--- config.mk ---
export PLATFORM = sky130hd
export DESIGN_NAME = word32b_8b_c
export DESIGN_NICKNAME = d
export VERILOG_FILES = /design/src/rtl/word32b_8b_c_pkg.sv /design/src/rtl/word32b_8b_hold.sv /design/src/rtl/word32b_8b_c.sv
export SDC_FILE = /design/constraint.sdc
export NUM_CORES = 1
export LEC_CHECK = 0
export CORE_MARGIN = 1.5
export CORE_UTILIZATION = 55
export DETAILED_ROUTE_END_ITERATION = 16
export PLACE_DENSITY = 0.79
export SYNTH_ARGS = -nofsm -noshare
export SYNTH_HDL_FRONTEND = slang
export SYNTH_SLANG_ARGS = --single-unit
export TNS_END_PERCENT = 5
--- constraint.sdc ---
create_clock -name clk_4f_c -period 2.09 [get_ports clk_4f_c]
set_input_delay 0.418 -clock clk_4f_c [delete_from_list [all_inputs] [get_ports clk_4f_c]]
set_output_delay 0.418 -clock clk_4f_c [all_outputs]
set_load 0.03 [all_outputs]
--- src/rtl/word32b_8b_c_pkg.sv ---
// Shared definitions for the word32b_8b_c word-to-byte unpacker.
//   - IN_W_DEF / OUT_W_DEF : default word and byte widths
//   - nbOf()               : bytes per word derivation
//   - LSB_FIRST            : byte order; set when W32B_8B_LSB_FIRST_EN is defined
//   - state_e              : IDLE/SHIFT encodings, shared with the packer's bench
package word32b_8b_c_pkg;

  localparam int IN_W_DEF  = 32;
  localparam int OUT_W_DEF = 8;

`ifdef W32B_8B_LSB_FIRST_EN
  localparam bit LSB_FIRST = 1'b1;
`else
  localparam bit LSB_FIRST = 1'b0;
`endif

  typedef enum logic {
    ST_IDLE  = 1'b0,
    ST_SHIFT = 1'b1
  } state_e;

  function automatic int nbOf(input int inW, input int outW);
    return inW / outW;
  endfunction

endpackage

--- src/rtl/word32b_8b_hold.sv ---
// Single-entry hold register for the word32b_8b_c unpacker.
// Ports:
//   clk_4f_c  in   byte-rate clock
//   reset     in   synchronous, active-low
//   load_i    in   capture data_i into the hold
//   drain_i   in   hold contents are taken by the shifter this edge
//   data_i    in   word to capture
//   data_o    out  held word
//   valid_o   out  hold occupied
//   ready_o   out  combinational: out of reset and hold empty
module word32b_8b_hold #(
  parameter int IN_W = 32
) (
  input  logic            clk_4f_c,
  input  logic            reset,
  input  logic            load_i,
  input  logic            drain_i,
  input  logic [IN_W-1:0] data_i,
  output logic [IN_W-1:0] data_o,
  output logic            valid_o,
  output logic            ready_o
);

  logic [IN_W-1:0] data_q;
  logic            valid_q;

  // A load on the same edge as a drain refills the entry, so load wins.
  always_ff @(posedge clk_4f_c) begin
    if (!reset) begin
      data_q  <= '0;
      valid_q <= 1'b0;
    end else if (load_i) begin
      data_q  <= data_i;
      valid_q <= 1'b1;
    end else if (drain_i) begin
      valid_q <= 1'b0;
    end
  end

  assign data_o  = data_q;
  assign valid_o = valid_q;
  assign ready_o = reset & ~valid_q;

endmodule

--- src/rtl/word32b_8b_c.sv ---
// word32b_8b_c: word-to-byte unpacker on the clk_4f_c domain.
// Accepts IN_W-bit words (valid/ready) and emits NB = IN_W/OUT_W bytes on
// consecutive cycles, MSB first by default, LSB first when the macro
// W32B_8B_LSB_FIRST_EN is defined. A one-word hold keeps a 1-word-per-NB
// stream gap-free.
// Ports:
//   clk_4f_c     in   byte-rate clock
//   reset        in   synchronous, active-low
//   valid_in     in   Data_in holds a word
//   Data_in      in   word to unpack
//   ready_out    out  combinational, reset & ~hold_valid
//   valid_out_c  out  registered byte valid
//   Data_out_c   out  registered byte
module word32b_8b_c
  import word32b_8b_c_pkg::*;
#(
  parameter int IN_W  = IN_W_DEF,
  parameter int OUT_W = OUT_W_DEF
) (
  input  logic             clk_4f_c,
  input  logic             reset,
  input  logic             valid_in,
  input  logic [IN_W-1:0]  Data_in,
  output logic             ready_out,
  output logic             valid_out_c,
  output logic [OUT_W-1:0] Data_out_c
);

  localparam int NB = nbOf(IN_W, OUT_W);
  localparam int CW = (NB > 1) ? $clog2(NB) : 1;

  state_e           state_q;
  logic [CW-1:0]    cnt_q;
  logic [CW-1:0]    cnt_d;
  logic [IN_W-1:0]  shift_q;
  logic [OUT_W-1:0] dout_q;
  logic             vout_q;

  logic [IN_W-1:0]  holdData;
  logic             holdValid;
  logic             accept;
  logic             loadPoint;
  logic             holdLoad;
  logic             holdDrain;
  logic             haveSrc;
  logic [IN_W-1:0]  srcWord;

  function automatic logic [OUT_W-1:0] pickByte(input logic [IN_W-1:0] w,
                                                input logic [CW-1:0]   k);
    if (LSB_FIRST) return w[int'(k)*OUT_W +: OUT_W];
    else           return w[IN_W-1-int'(k)*OUT_W -: OUT_W];
  endfunction

  // Load point: the shifter is empty or emitting its last byte this cycle.
  // The hold has priority as a source; a word accepted at a load point with
  // an empty hold bypasses straight into the shifter.
  assign accept    = valid_in & ready_out;
  assign loadPoint = (state_q == ST_IDLE) || (cnt_q == CW'(NB - 1));
  assign holdDrain = loadPoint & holdValid;
  assign holdLoad  = accept & (~loadPoint | holdValid);
  assign haveSrc   = holdValid | accept;
  assign srcWord   = holdValid ? holdData : Data_in;
  assign cnt_d     = cnt_q + 1'b1;

  word32b_8b_hold #(
    .IN_W (IN_W)
  ) u_hold (
    .clk_4f_c (clk_4f_c),
    .reset    (reset),
    .load_i   (holdLoad),
    .drain_i  (holdDrain),
    .data_i   (Data_in),
    .data_o   (holdData),
    .valid_o  (holdValid),
    .ready_o  (ready_out)
  );

  always_ff @(posedge clk_4f_c) begin
    if (!reset) begin
      state_q <= ST_IDLE;
      cnt_q   <= '0;
      shift_q <= '0;
      dout_q  <= '0;
      vout_q  <= 1'b0;
    end else if (loadPoint) begin
      if (haveSrc) begin
        state_q <= ST_SHIFT;
        shift_q <= srcWord;
        cnt_q   <= '0;
        dout_q  <= pickByte(srcWord, CW'(0));
        vout_q  <= 1'b1;
      end else begin
        state_q <= ST_IDLE;
        dout_q  <= '0;
        vout_q  <= 1'b0;
      end
    end else begin
      cnt_q  <= cnt_d;
      dout_q <= pickByte(shift_q, cnt_d);
      vout_q <= 1'b1;
    end
  end

  assign valid_out_c = vout_q;
  assign Data_out_c  = dout_q;

endmodule
==> flow_summary.yaml <==
drt:
  vias_per_cell: 5.78
  dr.pass1.iters: 4
  wl_per_cell_um: 15.6
  drtAntennaViolNets: 0
  routed_wl_mm: 7.65
  drc_errors: 0
  dr_total_vias: 2845
  drt-initial-drc-count: 202
die:
  rows: 29
  die_area_sq_um: 6920
  start_util_pct: 56.3
  design.portCount: 45
  die_w_um: 83.2
  die_h_um: 83.2
  core_area_sq_um: 6280
timing:
  tightest_slew_ps: 566
  drv_slew: 0
  max_freq_mhz: 543
  period_share_pct: 88.2
  fin_tns_setup_ps: 0
  hold-worst-slack_ps: 459
  fin_worst_skew_ps: 10.3
  relSlewSlack_pct: 62.3
  final-hold-violation-count: 0
  post-route-min-period_ps: 1840
  setup_viol: 0
  rsz0062_at_grt: "no"
yosys:
  ys_ff_latch: 77
  synth_cells: 377
  synth.top_cell.area_share_pct: 43.6
  ys_types: 29
  synth.cell_area_sq_um: 3540
  postSynthAreaPerCell_sq_um: 9.38
  seq_area_frac_synth_pct: 43.6
  synth_warnings: 0
  yosys.area.top_type: "dfxtp_1"
  ys_top_cells_by_area: "dfxtp_1 (44%), mux2_2 (8.0%), o21ai_2 (7.4%), nand2_1 (7.1%), nand3_1 (5.7%)"
  syn_nets: 413
clock_network:
  path_clk_slew_ps: 80
  cts_buffers: 9
  cts-htree-levels: 3
  hold_buffers: 0
  cts_tree: "built"
  clk_latency_ps: 340
  cts.sinks: 77
  clk_path_buf_depth: 2
  postCtsSetupRepairBufs: 0
  cts_resized: 0
  cts_root_buffer: "clkbuf_8"
cells_and_area:
  final_cell_mix: "dfxtp_1 (77), nand2_1 (67), clkdlybuf4s50_1 (43)"
  fin_nets: 446
  layout-drive-gt1-share_pct: 23.4
  mostFrequentLayoutCell: "dfxtp_1"
  area_delta_synth_final_pct: 18.5
  diodes: 0
  stdcell_area_sq_um: 4190
placed_design:
  place_hpwl_mm: 5.17
  port_buffers: 44
  gp_congestion: 0.866
  post_dp_cell_area_sq_um: 3990
global_routing:
  grt_max_degree: 62
  grt_pass1_vias: 2674
  grt_usage_pct: 23.0
  gr-total-overflow: 0
  antenna_found_initial: 0
  grt_pass1_wl_mm: 12.8
job:
  max_cap_violations: 0
worst_hold_path:
  hp-class: "reg2reg"
critical_path:
  critPathMaxFanout: 2
  start_kind: "flop"
  crit_required_ps: 1670
  critPathKind: "reg2out"
  critPathArrivalTime_ps: 1420
  end_kind: "output pin"
power:
  p_comb_share_pct: 14.7
  power_leakage_nw: 1.50
  power_mw: 3.21
  clkPwrFrac_pct: 35.7
  p_int_mw: 2.39
  sw_frac_of_total_pct: 25.6
  powerDensity_nw_per_um2: 766
  power_frac_seq_pct: 49.7
  switchingPower_mw: 0.822
  ir_drop_v: 0.000472
run_status:
  status: "completed"
## path summary, 6_finish.rpt
kind                     startpoint           endpoint  slack (ps)  cells past startpoint
hold reg to reg   u_hold.data_o[15]  u_hold.data_o[15]         460                      2
setup / recovery     u_hold.valid_o          ready_out         250                      2
setup reg to reg     u_hold.valid_o      Data_out_c[0]         440                      5
hold / removal    u_hold.data_o[15]  u_hold.data_o[15]         460                      2
## critical path, stage by stage (launching register included)
cell             delay (ps)
dfxtp_1                 310
nor2b_1                 100
clkdlybuf4s50_1         680
## synthesized netlist by cell type, drive strengths merged
cell type,n
dfxtp,77
o21ai,64
or2,1
o21a,1
and4bb,1
nand2b,1
nor2,4
ha,1
mux2i,7
o211ai,24
clkbuf,16
nand2,67
and2,1
buf,22
o22ai,7
nand4,1
nand3,40
and3,1
nor2b,2
nand3b,1
o2111ai,1
mux2,25
mux4,8
a21oi,1
a21boi,3
## metal layers
layer	vias up	GRT usage [%]	wire (um)
li1	1415	-	-
met1	1353	30.6	3430
met2	66	36.8	3700
met3	11	4.47	391
met4	0	9.85	127
met5	-	0	0
## flip-flops by register name, indices dropped and copies added (netlist names)
signal and count:
valid_out_c 1, Data_out_c 8, state_q 1, u_hold.valid_o 1, shift_q 32, u_hold.data_o 32, cnt_q 2
## final cells by class
type	instances	area, sq um
Fill cell	503	2080
Clock buffer	13	159
Clock inverter	3	43.8
Timing Repair Buffer	60	568
Sequential cell	77	1540
Tap cell	77	96.3
Multi-Input combinational cell	262	1780
## power by group through the flow
stage / clock network [mW] / registers, mW / logic [mW]
after detailed placement: 0 / 1.63 / 0.470
after global placement: 0 / 1.62 / 0.462
after global routing: 1.24 / 1.60 / 0.514
after floorplan: 0 / 1.63 / 0.297
after CTS: 1.16 / 1.59 / 0.474
final: 1.15 / 1.60 / 0.471
## metrics by stage
stage | cells | worst slack [ps] | util [%]
after floorplan | 377 | 267 | -
after global placement | 476 | 260 | 63.6
after detailed placement | 476 | 244 | 63.6
after CTS | 492 | 215 | 66.8
after global routing | 492 | 184 | 66.8
final | 492 | 248 | 66.8
## cell families after synthesis
kind of cell               Yosys count  synth area share [%]
buffers and inverters               38                  6.05
AOI/OAI and AO/OA                  101                  19.9
muxes                               40                  15.0
DFF                                 77                  43.6
and+or+nand+nor                    120                  15.1
adders and majority gates            1                 0.354
No activity file was read; power rests on OpenSTA's default activity.
